**src/rtl/demux_slot_sched_pkg.sv**
```systemverilog
// Shared constants and state encoding for the 16-channel time-slot scheduler.
package demux_slot_sched_pkg;

  localparam int NCH   = 16;
  localparam int SEL_W = 4;

  typedef enum logic [1:0] {
    IDLE = 2'd0,
    SEEK = 2'd1,
    XFER = 2'd2
  } state_t;

endpackage

```
**src/rtl/demux_slot_sched_rr_next_chan.sv**
```systemverilog
// Rotating first-set finder: returns the first set mask bit after i_start,
// wrapping 15 -> 0, with i_start itself examined last.
module rr_next_chan
  import demux_slot_sched_pkg::*;
(
  input  logic [NCH-1:0]   i_mask,
  input  logic [SEL_W-1:0] i_start,
  output logic [SEL_W-1:0] o_idx,
  output logic             o_found
);

  always_comb begin
    logic [SEL_W-1:0] cand;
    o_found = 1'b0;
    o_idx   = i_start;
    cand    = i_start;
    // Offset NCH truncates to 0, so the starting channel is the final candidate.
    for (int k = 1; k <= NCH; k++) begin
      cand = i_start + SEL_W'(k);
      if (!o_found && i_mask[cand]) begin
        o_found = 1'b1;
        o_idx   = cand;
      end
    end
  end

endmodule

```
**src/rtl/demux_slot_sched.sv**
```systemverilog
// Round-robin time-slot scheduler driving the select and valid/ready gating
// of a 1-to-16 stream demultiplexer, BURST beats per channel slot.
module demux_slot_sched
  import demux_slot_sched_pkg::*;
#(
  parameter int DW    = 8,
  parameter int BURST = 4
) (
  input  logic             clk,
  input  logic             rst_n,
  input  logic             i_en,
  input  logic [NCH-1:0]   i_ch_mask,
  input  logic             i_in_valid,
  input  logic [DW-1:0]    i_in_data,
  output logic             o_in_ready,
  output logic [NCH-1:0]   o_out_valid,
  output logic [DW-1:0]    o_out_data,
  input  logic [NCH-1:0]   i_out_ready,
  output logic [SEL_W-1:0] o_sel,
  output logic             o_slot_done,
  output logic             o_busy
);

  localparam int            CW   = $clog2(BURST + 1);
  localparam logic [CW-1:0] LAST = CW'(BURST - 1);

  state_t           r_state;
  logic [SEL_W-1:0] r_sel;
  logic [CW-1:0]    r_beatCnt;
  logic             r_slotDone;

  logic [SEL_W-1:0] w_nextIdx;
  logic             w_found;
  logic             w_live;
  logic             w_fire;

  rr_next_chan u_rr (
    .i_mask  (i_ch_mask),
    .i_start (r_sel),
    .o_idx   (w_nextIdx),
    .o_found (w_found)
  );

  // A disable or a cleared own-mask bit kills the transfer in the same cycle it is seen.
  assign w_live = (r_state == XFER) && i_en && i_ch_mask[r_sel];
  assign w_fire = w_live && i_in_valid && i_out_ready[r_sel];

  assign o_in_ready  = w_live && i_out_ready[r_sel];
  assign o_out_data  = i_in_data;
  assign o_sel       = r_sel;
  assign o_slot_done = r_slotDone;
  assign o_busy      = (r_state != IDLE);

  always_comb begin
    o_out_valid = '0;
    if (w_live && i_in_valid) o_out_valid[r_sel] = 1'b1;
  end

  always_ff @(posedge clk or negedge rst_n) begin
    if (!rst_n) begin
      r_state    <= IDLE;
      r_sel      <= 4'hF;
      r_beatCnt  <= '0;
      r_slotDone <= 1'b0;
    end else begin
      r_slotDone <= 1'b0;
      case (r_state)
        IDLE: begin
          r_beatCnt <= '0;
          if (i_en && |i_ch_mask) r_state <= SEEK;
        end
        SEEK: begin
          r_beatCnt <= '0;
          if (w_found) begin
            r_sel   <= w_nextIdx;
            r_state <= XFER;
          end else begin
            r_state <= IDLE;
          end
        end
        XFER: begin
          if (!i_en) begin
            r_beatCnt <= '0;
            r_state   <= IDLE;
          end else if (!i_ch_mask[r_sel]) begin
            r_beatCnt <= '0;
            r_state   <= SEEK;
          end else if (w_fire) begin
            if (r_beatCnt == LAST) begin
              r_beatCnt  <= '0;
              r_slotDone <= 1'b1;
              r_state    <= SEEK;
            end else begin
              r_beatCnt <= r_beatCnt + CW'(1);
            end
          end
        end
        default: begin
          r_beatCnt <= '0;
          r_state   <= IDLE;
        end
      endcase
    end
  end

endmodule

```
**config.mk**
```make
export PLATFORM = sky130hd
export DESIGN_NAME = demux_slot_sched
export DESIGN_NICKNAME = d
export VERILOG_FILES = /design/src/rtl/demux_slot_sched_pkg.sv /design/src/rtl/demux_slot_sched_rr_next_chan.sv /design/src/rtl/demux_slot_sched.sv
export SDC_FILE = /design/constraint.sdc
export NUM_CORES = 1
export LEC_CHECK = 0
export BUFFER_PORTS_ARGS = -buffer_cell sky130_fd_sc_hd__buf_2
export CORE_MARGIN = 4
export CORE_UTILIZATION = 42
export DETAILED_ROUTE_END_ITERATION = 7
export PLACE_DENSITY_LB_ADDON = 0.08
export SYNTH_ARGS = -nofsm -noshare
export SYNTH_HDL_FRONTEND = slang
export SYNTH_SLANG_ARGS = --single-unit
```
**constraint.sdc**
```tcl
create_clock -name clk -period 9.2 [get_ports clk]
set_input_delay 0.92 -clock clk [delete_from_list [all_inputs] [get_ports clk]]
set_output_delay 0.92 -clock clk [all_outputs]
set_load 0.005 [all_outputs]
```
* After elaboration in Yosys (flattened, before gate mapping)
Index checks and enable logic that the tools add are counted.
** Cells by class
- Eq/ne operators :: 6
- Add/subtract/negate cells :: 16
- Reduce and logical (&&, ||, !) cells :: 43
- $lt $le $gt $ge :: 17
- Bitwise operators :: 1
- Muxes and demuxes :: 85
** Operators with widths (number)
- less-than comparator 4 x 5 -> 1 bit, second input constant :: 16
- binary-select mux 1 bit (select 4 bit) :: 17
- 2-to-1 mux 4 bit :: 15
- 2-to-1 mux 1 bit :: 39
- adder 4 bit, second input constant :: 8
- logical AND 1 bit :: 22
- adder 4 x 3 -> 4 bit, second input constant :: 4
- 2-to-1 mux 16 bit :: 1
- OR reduction 16 bit :: 1
- zero test 1 bit :: 15
- 2-to-1 mux 3 bit :: 5
- nonzero test 15 bit :: 1
- 2-to-1 mux 2 bit :: 6
- adder 4 x 2 -> 4 bit, second input constant :: 2
- != test 4 bit, second input constant :: 2
- case mux 2 bit (3 select lines) :: 1
- adder 4 x 1 -> 4 bit, second input constant :: 1
- demux 1 bit (select 4 bit) :: 1
- >= comparator 4 x 1 -> 1 bit, second input constant :: 1
- AND reduction 4 bit :: 1
- adder 3 x 1 -> 3 bit, second input constant :: 1
- == test 3 x 2 -> 1 bit, second input constant :: 1
- AND reduction 3 bit :: 1
- == test 2 x 1 -> 1 bit, second input constant :: 1
- other kinds (5) :: 5
** Storage, ports and cells
- Register bits after elaboration :: 10

* Longest topological paths before layout
Gate-level depths: netlist of the first run.
- Depth in word-level cells :: 51
- Mapped depth :: 15

* Cells and area by module
A second synthesis of the first run with hierarchy kept.
** Unflattened totals
- Cell total of the unflattened synthesis :: 441
- Area, all modules :: 3743.6 um2
** Modules (own cells, without submodules)
- rr_next_chan :: times used 1, cells each 332, sequential area each 0.0 um2, area an instance 2688.8 um2
- demux_slot_sched :: times used 1, cells each 109, sequential area each 255.2 um2, area an instance 1054.8 um2

* Worst setup path after synthesis of the first run
OpenSTA, ideal clock, no wires.
- Kind :: reg2reg
- Start point :: register r_sel[1], in the netlist o_sel[1]
- End point :: register r_sel[1], in the netlist o_sel[1]
- Period minus slack after synthesis :: 4.127 ns
- Setup slack :: 5.073 ns
- Required time :: 9.103 ns
- Cell stages (with the launch flop) :: 14
- Data arrival time :: 4.031 ns
- Library setup time :: 0.097 ns
- Path buffers :: 3
- Cell sequence :: dfstp_2 -> buf_2 -> buf_2 -> inv_1 -> ha_1 -> buf_2 -> mux4_2 -> mux4_2 -> nor3_4 -> o211a_1 -> a21oi_1 -> or4_1 -> o211ai_1 -> a31oi_1
** On the way
- Cells in the longest elaborated chain, start to end :: 50
- Elaborated cells between the ends (all ways) :: 111
- Classes of those cells :: add/sub (15); mux (63); bitwise (1); reduce/logical (32)
** RTL lines
- start, declared :: line demux_slot_sched.sv:28 : logic [SEL_W-1:0] r_sel;
- start signal, assigned :: line demux_slot_sched.sv:75 : r_sel <= w_nextIdx;
- adder 4 x 1 -> 4 bit :: line demux_slot_sched_rr_next_chan.sv:19 : cand = i_start + SEL_W'(k);
- binary-select mux 1 bit (select 4 bit) :: line demux_slot_sched_rr_next_chan.sv:20 : if (!o_found && i_mask[cand]) begin
- 2-to-1 mux 1 bit (not written as such) :: line demux_slot_sched_rr_next_chan.sv:20
- 2-to-1 mux 1 bit :: line demux_slot_sched_rr_next_chan.sv:20
- zero test 1 bit :: line demux_slot_sched_rr_next_chan.sv:20
- logical AND 1 bit :: line demux_slot_sched_rr_next_chan.sv:20
- 2-to-1 mux 1 bit :: line demux_slot_sched_rr_next_chan.sv:20
- zero test 1 bit :: line demux_slot_sched_rr_next_chan.sv:20
- [... 34 more ...]
- 2-to-1 mux 1 bit :: line demux_slot_sched_rr_next_chan.sv:20
- zero test 1 bit :: line demux_slot_sched_rr_next_chan.sv:20
- logical AND 1 bit :: line demux_slot_sched_rr_next_chan.sv:20
- 2-to-1 mux 1 bit :: line demux_slot_sched_rr_next_chan.sv:20
- zero test 1 bit :: line demux_slot_sched_rr_next_chan.sv:20
- logical AND 1 bit :: line demux_slot_sched_rr_next_chan.sv:20
- 2-to-1 mux 1 bit or inverter 1 bit (tied branches)
- AND reduction 4 bit (no source line)
Parallel ways exist; a longest one is shown, timed or not. The select of a mux whose other input is x is not followed.
A chain may end at the register's enable or synchronous reset.

* Worst setup path in the final report of the first run
- Start point :: register r_sel[0], in the netlist o_sel[0]
- End point :: register r_sel[0], in the netlist o_sel[0]
Same word-level chain as after synthesis.

==> summary.md, run 1 <==
| Metric | Value |
|---|---|
| Outcome | completed |
| Post-Syn Nets | 365 |
| Busiest grt layer | met2 |
| CTS tree | done |
| Synth Register Bits | 10 |
| Most common cell after layout, fill and taps aside | buf_2 |
| Cts hold-fix bufs | 0 |
| Seq/Total Area, Yosys | 0.0921 |
| Worst Clk Skew | 0.00576 ns |
| Synth Instances | 305 |
| Post-synth ARST share | 1.00 |
| Final net count | 406 |
| # DRC | 0 |
| Htree depth | 1 |
| Endpoint type of the worst setup path | flop |
| Slew Limit Fails | 0 |
| Area grow syn2layout | 11.0% |
| Routed WL | 8380 um |
| Die span in y | 89.2 um |
| Post-CTS setup buffer count | 0 |
| Overall Global Routing Usage | 0.222 |
| Routing usage on met1 | 0.309 |
| Cts bufs inserted | 3 |
| CP required | 9.36 ns |
| Grt met2 use | 0.358 |
| Dominant synthesized flop cell | dfrtp_1 |
| Final hold viol count | 0 |
| Die X | 89.2 um |
| Placer Congestion | 0.910 |
| Post-Syn Area | 2770 um^2 |
| GRT overflow | 0 |
| Clock sink count | 10 |
| Achievable clock frequency | 202 MHz |
| First-pass GRT wire length | 13,800 um |
| CTS clk-pin slew, worst paths | 0.05 ns |
| Critical Path Fanout Max | 32 |
| Core area | 6390 um^2 |
| Detailed placement HPWL | 6540 um |
| Post-synthesis cell type count | 62 |
| Detailed Route Iter0 Violations | 286 |
| DR vias/cell | 6.68 |
| Arrival time at the worst endpoint | 5.11 ns |
| Post-route antenna net violation count | 0 |
| Worst Hold Class | reg2reg |
| Final setup viols | 0 |
| Worst-Skew Late Latency | 0.24 ns |
| Post-CTS sizing | 0 |
| Ys Warns | 0 |
| Final setup TNS | 0 ns |
| Initial antenna violation count | 0 |
| Worst-margin pin slew | 0.812 ns |
| Commonest cells after routing, fill and taps aside | buf_2 (58), mux4_2 (31), nand2_1 (27) |
| Starting density of the core | 0.434 |
| PortBufs | 58 |
| Largest net degree at the start of global routing | 33 |
| Unrepaired setup endpoints after global routing | no |
| Share of cells above drive strength 1 | 0.336 |
| Post-synth EDFFs | 0 |
| Pre-Repair DR Iteration Count | 5 |
| Kind of critical path | reg2reg |
| Rel. slew slack | 0.459 |
| Post-route cell area | 3080 um^2 |
| Ports | 75 |
| Clk buf depth | 2 |
| CTS Root Cell | clkbuf_8 |
| # diodes | 0 |
| Cell area after placement | 3020 um^2 |
| Routed vias | 2,820 |
| Routed WL per cell | 19.9 um |
| Tmin final | 4.94 ns |
| Max Cap Viol | 0 |
| Tcrit/Tclk final | 0.537 |
| # rows | 29 |
| Die area | 7960 um^2 |
| M3 GR Usage | 0.0267 |
| Vias in the first global route | 2,676 |
| Crit start category | flop |
| Avg Inst Size Synth | 9.09 um^2 |
[metal layers]
metal	part of all wire	vias up	routed length, um
li1	-	1280	-
met1	0.42	1382	3520
met5	0	-	0
met4	0.028	0	231
met2	0.48	136	3990
met3	0.076	22	641
[sequential cells by signal, indices dropped and copies added, names as in the netlist]
| register | cells |
|---|---|
| o_slot_done | 1 |
| r_beatCnt | 3 |
| r_state | 2 |
| o_sel | 4 |
[worst paths after layout]
kind	depth (start not counted)	slack, ns	end	startpoint
min in group asynchronous	1	0.54	r_beatCnt[2]$_DFFE_PN0P_	rst_n
max	11	4.26	o_sel[0]$_DFFE_PN1P_	o_sel[0]$_DFFE_PN1P_
min	1	0.44	o_slot_done$_DFF_PN0_	r_beatCnt[2]$_DFFE_PN0P_
max in group asynchronous	1	8.40	o_sel[0]$_DFFE_PN1P_	rst_n
max reg2reg	11	4.26	o_sel[0]$_DFFE_PN1P_	o_sel[0]$_DFFE_PN1P_
min reg2reg	1	0.44	o_slot_done$_DFF_PN0_	r_beatCnt[2]$_DFFE_PN0P_
[synth_stat cells (4+ instances only)]
cell | count | area [um^2]
nand3_1 | 6 | 30.0
o211ai_1 | 5 | 37.5
nand4_1 | 6 | 37.5
mux2_2 | 9 | 101
a211oi_1 | 4 | 30.0
buf_4 | 10 | 75.1
o21ai_0 | 11 | 55.1
nor2b_1 | 5 | 31.3
a21oi_1 | 14 | 70.1
nor4_1 | 5 | 31.3
nor2_1 | 19 | 71.3
buf_2 | 6 | 30.0
a31oi_1 | 5 | 31.3
xor2_1 | 4 | 35.0
dfstp_2 | 4 | 105
and3_1 | 18 | 113
xnor2_1 | 6 | 52.6
dfrtp_1 | 6 | 150
a32oi_1 | 4 | 35.0
ha_1 | 16 | 200
mux4_2 | 31 | 698
mux2i_1 | 19 | 190
nor3_1 | 4 | 20.0
inv_1 | 10 | 37.5
nand2_1 | 27 | 101
[critical path, stage by stage (launching register included)]
cell and delay, ns:
dfstp_2 1.06, inv_1 0.27, ha_1 0.70, mux4_2 0.62, mux2_2 0.29, mux2_2 0.33
nor3_4 0.55, nand4_2 0.30, o21ai_1 0.33, a2111oi_2 0.10, o2111ai_1 0.15, xnor2_1 0.14
[logic make-up (layout without fill, tap and decap cells)]
logic type      Yosys count  after routing  synth area share
simple gates            109            109             0.213
compound gates           67             67             0.164
mux                      59             59             0.357
buf+inv                  33             73            0.0641
fa+ha+maj                16             16            0.0722
xor+xnor                 11             11            0.0375
flops                    10             10            0.0921
[layout make-up]
class	instances	area, um^2
clock buffers	4	55.1
fillers	640	3310
well taps	77	96.3
inverters	11	41.3
repair buffers	58	290
flip-flops and latches	10	255
multi-input cells	262	2340
[per-stage QoR]
step | worst slack (ns) | utilization | cells | hold slack (ns)
after global routing | 3.74 | 0.482 | 422 | 0.478
after CTS | 4.19 | 0.482 | 422 | 0.447
final | 4.26 | 0.482 | 422 | 0.442
after floorplan | 5.07 | - | 305 | 0.411
after detailed placement | 4.20 | 0.473 | 418 | 0.438
after global placement | 4.33 | 0.473 | 418 | 0.436
Power of run 1 is left out: the tool's default activity adds up to more than one toggle a clock period on the data nets, which glitch-free logic cannot reach.
==> run 2: changes to the inputs <==
==> constraint.sdc (replaced) <==
create_clock -name clk -period 4.9 [get_ports clk]
set_input_delay 0.49 -clock clk [delete_from_list [all_inputs] [get_ports clk]]
set_output_delay 0.49 -clock clk [all_outputs]
set_load 0.005 [all_outputs]
==> summary.md, run 2 (synthesis gave the netlist of run 1 again) <==
| Metric | Value |
|---|---|
| Achievable clock frequency | 231 MHz |
| Routed WL per cell | 20.3 um |
| Final setup viols | 0 |
| Clk buf depth | 2 |
| GRT overflow | 0 |
| Max reg flops | 4 |
| PortBufs | 58 |
| # rows | 29 |
| Register Area | 255 um^2 |
| Crit path max-delay family | multiplexers |
| Max Cap Viol | 0 |
| Cts hold-fix bufs | 0 |
| Clock sink count | 10 |
| Final hold viol count | 0 |
| Initial antenna violation count | 0 |
| Final net count | 411 |
| # DRC | 0 |
| Cell area after placement | 3060 um^2 |
| Placer Congestion | 0.910 |
| Slew Limit Fails | 0 |
| Ports | 75 |
| Tcrit/Tclk final | 0.882 |
| RR Endpoint | o_sel[0]$_DFFE_PN1P_ |
| Worst-margin pin slew | 0.771 ns |
| Vias in the first global route | 2,631 |
| Die span in y | 89.2 um |
| Rel. slew slack | 0.484 |
| Area of the multi-input gates | 2340 um^2 |
| Arrival time at the worst endpoint | 4.49 ns |
| Detailed Route Iter0 Violations | 264 |
| Htree depth | 1 |
| Reg2reg start | o_sel[0]$_DFFE_PN1P_ |
| CTS clk-pin slew, worst paths | 0.05 ns |
| Most common cell after layout, fill and taps aside | buf_2 |
| Max incr delay on CP | 0.67 ns |
| Worst reg-to-reg path cell count | 10 |
| Crit path cell chain | inv_1, ha_1, mux4_2, mux4_2, nor3_4, nand4_2, o21ai_1, a2111oi_2, o2111ai_1, xnor2_1 |
| R2R setup slack | 0.58 ns |
| Die X | 89.2 um |
| Post-layout util | 0.488 |
| Worst-Skew Late Latency | 0.24 ns |
| Worst Clk Skew | 0.000491 ns |
| Post-route antenna net violation count | 0 |
| Unrepaired setup endpoints after global routing | no |
| Detailed placement HPWL | 6800 um |
| Overall Global Routing Usage | 0.225 |
| Post-CTS setup buffer count | 0 |
| Area grow syn2layout | 12.4% |
| Kind of critical path | reg2reg |
| Buffer and inverter count on the worst path | 1 |
| Commonest cells after routing, fill and taps aside | buf_2 (58), mux4_2 (31), nand2_1 (27) |
| Outcome | completed |
| Largest net degree at the start of global routing | 32 |
| DR vias/cell | 6.50 |
| CP required | 5.07 ns |
| Worst Hold Class | in2async |
| First-pass GRT wire length | 13,900 um |
| Final setup TNS | 0 ns |
| Routed vias | 2,777 |
| # diodes | 0 |
| CTS Root Cell | clkbuf_8 |
| Share of cells above drive strength 1 | 0.346 |
| Pre-Repair DR Iteration Count | 5 |
| Fin cells | 427 |
| CTS tree | done |
| Endpoint type of the worst setup path | flop |
| Post-CTS sizing | 0 |
| Critical path's most frequent cell | mux4_2 |
| Routed WL | 8680 um |
| Fillcell total | 623 |
| Cts bufs inserted | 3 |
| Post-route cell area | 3110 um^2 |
| DP Cell Count | 423 |
| Starting density of the core | 0.434 |
| Crit start category | flop |
| Die area | 7960 um^2 |
| Critical Path Fanout Max | 17 |
| Crit-path slowest cell | ha_1 |
| Tmin final | 4.32 ns |
| Core area | 6390 um^2 |
-- run 2: how the worst max path moves through the flow --
stage / startpoint / end / slack, ns / depth (start not counted)
floorplan: o_sel[1]$_DFFE_PN1P_ / o_sel[1]$_DFFE_PN1P_ / 0.77 / 13
global placement: o_sel[0]$_DFFE_PN1P_ / o_sel[0]$_DFFE_PN1P_ / 0.72 / 10
detailed placement: o_sel[0]$_DFFE_PN1P_ / o_sel[0]$_DFFE_PN1P_ / 0.65 / 10
CTS: o_sel[0]$_DFFE_PN1P_ / o_sel[0]$_DFFE_PN1P_ / 0.61 / 10
global route: o_sel[0]$_DFFE_PN1P_ / o_sel[0]$_DFFE_PN1P_ / 0.30 / 10
finish: o_sel[0]$_DFFE_PN1P_ / o_sel[0]$_DFFE_PN1P_ / 0.58 / 10
-- run 2: stage by stage --
stage	hold WS, ns	setup slack [ns]
after detailed placement	0.360	0.647
after global routing	0.105	0.300
after floorplan	0.194	0.773
final	0.0945	0.577
after CTS	0.101	0.612
after global placement	0.363	0.719
-- run 2: cell type report --
type	instances	area share
Tap cell	77	0.0309
Timing Repair Buffer	63	0.105
Inverter	11	0.0133
Clock buffer	4	0.0177
Sequential cell	10	0.0820
Multi-Input combinational cell	262	0.751
-- run 2: worst reg2reg max path, stage by stage (launching register included) --
cell	delay, ns
dfstp_2	0.53
inv_1	0.10
ha_1	0.67
mux4_2	0.62
mux4_2	0.58
nor3_4	0.60
nand4_2	0.34
o21ai_1	0.35
a2111oi_2	0.11
o2111ai_1	0.18
xnor2_1	0.16
-- run 2: routing by layer --
metal / track usage / vias up / wire [um]
met1: 0.320 / 1345 / 3860
met2: 0.368 / 132 / 4190
li1: - / 1285 / -
met4: 0.0636 / 0 / 124
met3: 0.0157 / 15 / 506
met5: 0 / - / 0
Power of run 2 is left out for the same reason.
==> run 3: changes to the inputs <==
--- a/config.mk
+++ b/config.mk
@@ -10,6 +10,7 @@
 export CORE_UTILIZATION = 42
 export DETAILED_ROUTE_END_ITERATION = 7
 export PLACE_DENSITY_LB_ADDON = 0.08
+export REMOVE_ABC_BUFFERS = 1
 export SYNTH_ARGS = -nofsm -noshare
 export SYNTH_HDL_FRONTEND = slang
 export SYNTH_SLANG_ARGS = --single-unit
==> summary.md, run 3 (synthesis gave the netlist of run 1 again) <==
| Metric | Value |
|---|---|
| Achievable clock frequency | 237 MHz |
| Worst-Skew Late Latency | 0.24 ns |
| Routed WL | 8780 um |
| GRT overflow | 0 |
| Crit-path slowest cell | mux2i_1 |
| Share of cells above drive strength 1 | 0.343 |
| Cell area after placement | 3060 um^2 |
| Pre-CTS setup slack | 0.706 ns |
| Worst Clk Skew | 0.00590 ns |
| Area grow syn2layout | 12.0% |
| Rel. slew slack | 0.412 |
| Initial antenna violation count | 0 |
| CTS Root Cell | clkbuf_8 |
| Post-route antenna net violation count | 0 |
| Ports | 75 |
| Crit start category | flop |
| Most common cell after layout, fill and taps aside | buf_2 |
| Kind of critical path | reg2reg |
| Critical path's most frequent cell | mux2i_1 |
| Post-CTS sizing | 0 |
| Detailed placement HPWL | 6820 um |
| CP required | 5.06 ns |
| Die span in y | 89.2 um |
| Tmin final | 4.22 ns |
| Endpoint type of the worst setup path | flop |
| Critical Path Fanout Max | 31 |
| Detailed Route Iter0 Violations | 253 |
| Slew Limit Fails | 0 |
| Clk buf depth | 2 |
| First-pass GRT wire length | 13,900 um |
| # diodes | 0 |
| Worst reg-to-reg path cell count | 11 |
| Pre-Repair DR Iteration Count | 5 |
| Max Cap Viol | 0 |
| Overall Global Routing Usage | 0.225 |
| Worst Hold Class | in2async |
| Unrepaired setup endpoints after global routing | no |
| # rows | 29 |
| Final setup viols | 0 |
| Die X | 89.2 um |
| CTS clk-pin slew, worst paths | 0.05 ns |
| Setup ws final | 0.680 ns |
| Cts hold-fix bufs | 0 |
| Post-CTS setup buffer count | 0 |
| Tcrit/Tclk final | 0.861 |
| Htree depth | 1 |
| Die area | 7960 um^2 |
| Final net count | 411 |
| Fillcell total | 600 |
| Starting density of the core | 0.434 |
| Final hold viol count | 0 |
| Worst-margin pin slew | 0.858 ns |
| Core area | 6390 um^2 |
| Arrival time at the worst endpoint | 4.38 ns |
| Routed vias | 2,787 |
| Post-layout util | 0.486 |
| Final setup TNS | 0 ns |
| DR vias/cell | 6.53 |
| Routed WL per cell | 20.6 um |
| Area of the multi-input gates | 2340 um^2 |
| Post-route cell area | 3100 um^2 |
| Outcome | completed |
| Vias in the first global route | 2,622 |
| Max reg flops | 4 |
| Largest net degree at the start of global routing | 32 |
| Cts bufs inserted | 3 |
| Placer Congestion | 0.998 |
| Max incr delay on CP | 0.72 ns |
| PortBufs | 58 |
| Clock sink count | 10 |
| # DRC | 0 |
| CTS tree | done |
| Crit path cell chain | buf_4, ha_1, xor2_1, mux2i_1, mux2i_1, or2_0, or3_1, o21ai_1, a2111oi_2, o2111ai_1, xnor2_1 |
| Commonest cells after routing, fill and taps aside | buf_2 (58), mux4_2 (31), nand2_1 (27) |
| Register Area | 255 um^2 |
## run 3: cell count changes in the layout (fill, tap and decap cells not counted)
| cell | delta |
|---|---|
| clkbuf_8 | -1 |
| clkbuf_1 | +1 |
## run 3: cell type report
class,count,share of cell area
clock buffer,4,0.0145
inverter,11,0.0133
multi-input combinational,262,0.753
tap,77,0.0310
sequential,10,0.0822
timing repair buffer,63,0.106
## run 3: final timing paths
check | from | slack (ns) | endpoint
max reg2reg | o_sel[0]$_DFFE_PN1P_ | 0.68 | o_sel[0]$_DFFE_PN1P_
min reg2reg | r_beatCnt[2]$_DFFE_PN0P_ | 0.47 | o_slot_done$_DFF_PN0_
min | rst_n | 0.10 | r_beatCnt[1]$_DFFE_PN0P_
max in group asynchronous | rst_n | 4.54 | o_sel[1]$_DFFE_PN1P_
max | o_sel[0]$_DFFE_PN1P_ | 0.68 | o_sel[0]$_DFFE_PN1P_
min in group clk | r_beatCnt[2]$_DFFE_PN0P_ | 0.47 | o_slot_done$_DFF_PN0_
## run 3: stage by stage
stage                     instances  hold slack, ns
after global routing            427           0.117
after detailed placement        423           0.360
after CTS                       427           0.109
final                           427           0.104
after global placement          423           0.362
after floorplan                 283           0.194
## run 3: critical path: cells and delay by family, from the launching register on
family          cells  cell delay, ns
compound gates      3            0.77
fa+ha+maj           1            0.45
mux                 2            0.93
simple gates        2            0.37
buf+inv             1            0.40
xor+xnor            2            0.69
flops               1            0.52
## run 3: layer usage
layer	wire (um)	global-route usage	part of all wire
met1	3900	0.309	0.44
met5	0	0	0
met4	185	0.0541	0.021
met3	547	0.0258	0.062
met2	4150	0.378	0.47
Power of run 3 is left out for the same reason.
